### config.mk
export PLATFORM = sky130hd
export DESIGN_NAME = seg7_serial_receiver
export DESIGN_NICKNAME = d
export VERILOG_FILES = /design/src/rtl/seg7_serial_receiver.sv
export SDC_FILE = /design/constraint.sdc
export NUM_CORES = 1
export LEC_CHECK = 0
export CORE_UTILIZATION = 45
export DETAILED_ROUTE_END_ITERATION = 8
export PLACE_DENSITY = 0.79
export SETUP_SLACK_MARGIN = 0.1
export SYNTH_ARGS = -nofsm -noshare
export SYNTH_HDL_FRONTEND = slang
export SYNTH_SLANG_ARGS = --single-unit
export TNS_END_PERCENT = 50
### constraint.sdc
create_clock -name clk -period 3.4 [get_ports clk]
set_input_delay 0.68 -clock clk [delete_from_list [all_inputs] [get_ports clk]]
set_output_delay 0.68 -clock clk [all_outputs]
set_load 0.03 [all_outputs]
### src/rtl/seg7_serial_receiver.sv
// Display-board end of the 4-wire serial 7-segment link: deserializes 64-bit
// frames, commits them to a pattern register and scans 8 active-low digits.
module seg7_serial_receiver #(
  parameter int SCAN_DIV   = 50000,
  parameter int FRAME_BITS = 64
) (
  input  logic                  clk,
  input  logic                  rst,
  input  logic [3:0]            ser_in,
  output logic [FRAME_BITS-1:0] pattern,
  output logic                  frame_ok,
  output logic                  frame_err,
  output logic [7:0]            segment,
  output logic [7:0]            anode
);

  localparam int CW = (SCAN_DIV > 1) ? $clog2(SCAN_DIV) : 1;
  localparam logic [CW-1:0] SCAN_LAST = CW'(SCAN_DIV - 1);
  localparam logic [6:0]    CNT_FULL  = 7'(FRAME_BITS);
  localparam logic [6:0]    CNT_OVF   = 7'(FRAME_BITS + 1);

  logic [3:0]            sync1;
  logic [3:0]            sync2;
  logic                  sclk_d;
  logic                  load_d;
  logic                  sclk_rise;
  logic                  load_rise;
  logic                  sdata;
  logic                  en;
  logic [FRAME_BITS-1:0] shreg;
  logic [FRAME_BITS-1:0] shreg_nxt;
  logic [6:0]            bit_cnt;
  logic [6:0]            cnt_nxt;
  logic [CW-1:0]         scan_cnt;
  logic [2:0]            scan_idx;

  // Two-stage synchronizer on every pin, plus a third stage on the two edge-sensitive ones.
  always_ff @(posedge clk) begin
    if (rst) begin
      sync1  <= '0;
      sync2  <= '0;
      sclk_d <= 1'b0;
      load_d <= 1'b0;
    end else begin
      sync1  <= ser_in;
      sync2  <= sync1;
      sclk_d <= sync2[3];
      load_d <= sync2[1];
    end
  end

  assign sclk_rise = sync2[3] & ~sclk_d;
  assign load_rise = sync2[1] & ~load_d;
  assign sdata     = sync2[2];
  assign en        = sync2[0];

  // The shift/count result of this cycle feeds the commit check, so a bit
  // arriving together with s_load still counts toward the frame.
  always_comb begin
    shreg_nxt = shreg;
    cnt_nxt   = bit_cnt;
    if (!en) begin
      cnt_nxt = '0;
    end else if (sclk_rise) begin
      shreg_nxt = {shreg[FRAME_BITS-2:0], sdata};
      if (bit_cnt != CNT_OVF) cnt_nxt = bit_cnt + 7'd1;
    end
  end

  always_ff @(posedge clk) begin
    if (rst) begin
      shreg     <= '0;
      bit_cnt   <= '0;
      pattern   <= '0;
      frame_ok  <= 1'b0;
      frame_err <= 1'b0;
    end else begin
      shreg     <= shreg_nxt;
      frame_ok  <= 1'b0;
      frame_err <= 1'b0;
      if (load_rise) begin
        bit_cnt <= '0;
        if (cnt_nxt == CNT_FULL) begin
          pattern  <= shreg_nxt;
          frame_ok <= 1'b1;
        end else begin
          frame_err <= 1'b1;
        end
      end else begin
        bit_cnt <= cnt_nxt;
      end
    end
  end

  always_ff @(posedge clk) begin
    if (rst) begin
      scan_cnt <= '0;
      scan_idx <= '0;
      anode    <= 8'hFE;
      segment  <= 8'hFF;
    end else begin
      if (scan_cnt == SCAN_LAST) begin
        scan_cnt <= '0;
        scan_idx <= scan_idx + 3'd1;
      end else begin
        scan_cnt <= scan_cnt + CW'(1);
      end
      anode   <= ~(8'b1 << scan_idx);
      segment <= ~pattern[{scan_idx, 3'b000} +: 8];
    end
  end

endmodule

======== Yosys cells after proc, flatten, opt, wreduce, memory -nomap -nowiden ========
Index checks and enable logic that the tools add are counted.
storage, ports and cells
  register bits ........................... 182
  input bits .............................. 6
cells by class
  add/subtract/negate cells ............... 3
  equal/unequal tests ..................... 3
  shift-type cells ........................ 2
  muxes and demuxes ....................... 7
  bitwise operators ....................... 7
  reduce and logical (&&, ||, !) cells .... 4
operator list
  kind                     count
  $mux W64                 2
  $shiftx A64 B7 Y8        1
  $mux W7                  3
  $add A16 B1 Y16 const B  1
  $eq A16 B16 Y1 const B   1
  $not A8 Y8               2
  $shl A1 B3 Y8 const A    1
  $add A7 B1 Y7 const B    1
  $eq A7 B7 Y1 const B     1
  $ne A7 B7 Y1 const B     1
  $reduce_or A2 Y1         3
  $add A3 B1 Y3 const B    1
  $not A1 Y1               3
  $and A1 B1 Y1            2
  $mux W1                  2
  $reduce_and A2 Y1        1

======== Depth between registers and ports, before layout ========
  word-level depth ........................ 6
  gate-level depth with buffers ........... 8

======== Least setup slack after synthesis ========
OpenSTA, ideal clock, no wires.
  kind .................................... register to register
  start ................................... register bit_cnt[0]
  end ..................................... register pattern[0]
  library setup time ...................... 0.123 ns
  data arrival time ....................... 2.315 ns
  data required time ...................... 3.277 ns
  path slack .............................. 0.961 ns
  cell stages (with the launch flop) ...... 8
  path buffers ............................ 1
  period minus slack after synthesis ...... 2.439 ns
  path through ............................ dfxtp_1 ha_1 nand4b_1 nor3_1 o22ai_1 nor4_4 buf_6 mux2_1
on the way
  longest elaborated chain between the ends .. 6
  elaborated cells on any way between the ends .. 7
  those cells by class .................... add/sub (1); eq/ne (2); mux (3); reduce/logical (1)
RTL lines
  item                                           line  source
  start, declared                                32    logic [6:0] bit_cnt;
  start signal, assigned                         90    bit_cnt <= cnt_nxt;
  $add A7 B1 Y7 or $ne A7 B7 Y1 (tied branches)  66    if (bit_cnt != CNT_OVF) cnt_nxt = bit_cnt + 7'd1;
  $mux W7                                        66
  $mux W7 *                                      64    end else if (sclk_rise) begin
  $mux W7 *                                      62    if (!en) begin
  $eq A7 B7 Y1 *                                 83    if (cnt_nxt == CNT_FULL) begin
  $reduce_and A2 Y1 (no line) *                  -
  end signal, assigned                           84    pattern <= shreg_nxt;
  end, declared                                  10    output logic [FRAME_BITS-1:0] pattern,
Every way passes the cells marked *; elsewhere a longest branch is shown, timed or not.
A chain may end at the register's enable or synchronous reset.

======== Final worst setup path ========
  start ................................... register bit_cnt[0]
  end ..................................... register pattern[35]
The elaborated chain is that of the path after synthesis.

==> flow_summary_export.csv <==
group,metric,value,unit
placement,dpl.cell_count,994,
synth,syn-mean-instance-area,9.79,sq um
clocking,cts_tree,"yes",
worst_hold_path,hp-class,"reg -> reg",
synth,ys_top_cells_by_count,"dfxtp_1 (182), nand2_1 (156), nor2b_1 (76)",
worst_hold_path,min_from,"sync1[2]",
placement,placed_area,8190,sq um
clocking,cts_buffer_depth,2,
floorplanning,fp.coreArea,15400,sq um
critical_path,critPathSlowestCell,"dfxtp_1",
drt,wl,15500,um
clocking,cts_buffers,17,
synth,yosys.area.top_type,"dfxtp_1",
timing,fin_ws,0.816,ns
placement,dp_hpwl,10000,um
worst_hold_path,hold_depth,1,
critical_path,cp-start-kind,"flip-flop",
clocking,cts_resized,0,
cells_and_area,finalNonFillerCells,1026,
drt,vias,5216,
timing,post-route-min-period,2.58,ns
placement,post-place-ws,0.837,ns
critical_path,path_class,"reg -> reg",
cells_and_area,fillers,1354,
floorplanning,rows,45,
timing,finalHoldViolations,0,
critical_path,reg2reg_slack,0.82,ns
synth,synth_cells,735,
floorplanning,die_y,128,um
synth,synth_flop_cell,"dfxtp_1",
drt,wire_per_inst,15.1,um
timing,fin_worst_skew,0.0104,ns
synth,yosys_register_bits,182,
timing,worst-slew-pin-transition,0.699,ns
timing,whs,0.434,ns
drt,first_pass_iters,5,
clocking,clk_pin_slew,0.07,ns
critical_path,r2r_cells,7,
clocking,clk_latency,0.43,ns
critical_path,r2r_end,"pattern[35]",
cells_and_area,drive_above_1_share,0.0798,
clocking,h-tree-depth,4,
clocking,postCtsHoldBufs,0,
run,maxCapViolCount,0,
timing,period_share,0.760,
global_route,antenna_found_initial,0,
timing,finalMaxSlewViolations,0,
global_route,grt_pass1_vias,5044,
synth,yosys.cell_count.top_type,"dfxtp_1",
cells_and_area,syn_to_final_growth,21.8,%
critical_path,path_max_fanout,64,
floorplanning,die_w,128,um
timing,fmax,387,MHz
placement,port_buffers,87,
synth,synth-async-reset-ratio,0,
placement,place_congestion,0.854,
timing,setup_viol,0,
timing,tns,0,ns
drt,ant_nets,0,
global_route,grt_pass1_wl,25300,um
synth,synth_edf_count,0,
synth,syn-cell-area,7200,sq um
synth,netlist.area_leader.share,0.506,
clocking,root_buffer,"clkbuf_16",
critical_path,required,3.71,ns
synth,yosysWarnings,0,
critical_path,crit_path_end_kind,"flip-flop",
critical_path,crit_path_start,"bit_cnt[0]",
global_route,grt_max_degree,73,
global_route,overflow,0,
drt,drt_iter0_markers,388,
power,vdd_drop_max,369,uV
synth,seq_area_frac_synth,0.506,
floorplanning,initial_core_util,0.467,
drt,via_per_inst,5.08,
critical_path,path_cells,"ha_1 -> nand4b_1 -> nor3_1 -> o22ai_1 -> nor4_4 -> buf_12 -> mux2_1",
synth,synth.distinct_cells,40,
floorplanning,ioPinCount,88,
drt,drcViolationCount,0,
clocking,cts_setup_buffers,0,
power,powerDensity,470,nW/um^2
critical_path,max_stage_delay,0.49,ns
cells_and_area,n_antenna_cell,0,
timing,rsz0062_at_grt,"no",
cells_and_area,fin_nets,817,
status,status,"completed",
power,leakagePower,0.00320,uW
cells_and_area,finalInstanceArea,8760,sq um
global_route,grtUsageTotal,0.197,
synth,synth_area_leaders,"dfxtp_1 (51%), mux2_1 (9.4%), nand2_1 (8.1%)",
clocking,cts_sinks,182,
synth,synth_nets,750,
critical_path,worstPathArrival,2.90,ns
worst_hold_path,hold_end,"sync2[2]",
floorplanning,die_area,16500,sq um
timing,slew_headroom,0.534,
critical_path,r2r-start,"bit_cnt[0]",
-- layout by cell type (no fill, tap or decap), types with 11 or more instances in the layout --
cell type        instances
mux2_1                  60
clkbuf_16               17
nor2b_1                 76
xor2_1                  11
dfxtp_1                182
nand2_1                155
clkdlybuf4s50_1         86
mux4_2                  16
a21oi_1                 67
nor2_1                  31
-- logic make-up (layout without fill, tap and decap cells) --
group	count (synthesis)	after routing	synth area share
and+or+nand+nor	306	306	0.203
AOI/OAI and AO/OA	83	83	0.0636
muxes	83	83	0.155
buffers and inverters	53	133	0.0342
xor gates and xnor gates	19	19	0.0231
adders and majority gates	9	9	0.0156
DFF	182	182	0.506
-- where the power goes --
| group | total, uW | internal (uW) | leakage, uW | switching [uW] |
|---|---|---|---|---|
| clock network | 1910 | 1100 | 0.000282 | 808 |
| logic | 63.1 | 17.6 | 0.00144 | 45.5 |
| registers | 2150 | 2140 | 0.00147 | 5.57 |
| total | 4120 | 3260 | 0.00320 | 859 |
-- worst max-delay path, delay by kind of cell (launching register included) --
kind	cells	cell delay (ns)
and+or+nand+nor	3	0.75
DFF	1	0.49
muxes	1	0.38
buffers and inverters	1	0.37
adders and majority gates	1	0.28
AOI/OAI and AO/OA	1	0.16
-- state kept, by name, summed over array words and instances (netlist names) --
register   count
anode          8
bit_cnt        7
frame_err      1
frame_ok       1
load_d         1
pattern       64
scan_cnt      16
scan_idx       3
sclk_d         1
segment        8
shreg         64
sync1          4
sync2          4
-- cell type report --
class	count	area (sq um)	share of cell area
inverter	7	26.3	0.00300
tap	211	264	0.0301
clock buffer	21	450	0.0514
timing repair buffer	94	946	0.108
sequential	182	3640	0.416
clock inverter	11	123	0.0140
multi-input combinational	500	3310	0.378
-- metal layers --
metal	GRT usage	routed length [um]
met2	0.324	7540
met4	0.0803	330
met5	0	0
met1	0.251	6990
met3	0.0449	624
-- stage by stage --
step                      utilization  power [uW]
after floorplan                     -        2240
after global placement          0.531        2260
after detailed placement        0.531        2260
after CTS                       0.568        4150
after global routing            0.568        4260
final                           0.568        4120
-- worst max-delay path by stage --
stage               slack, ns     endpoint
floorplan                0.96   pattern[0]
global placement         0.91  pattern[26]
detailed placement       0.84  pattern[28]
CTS                      0.82  pattern[35]
global route             0.64  pattern[47]
finish                   0.82  pattern[35]
(Power assumes the default switching activity.)
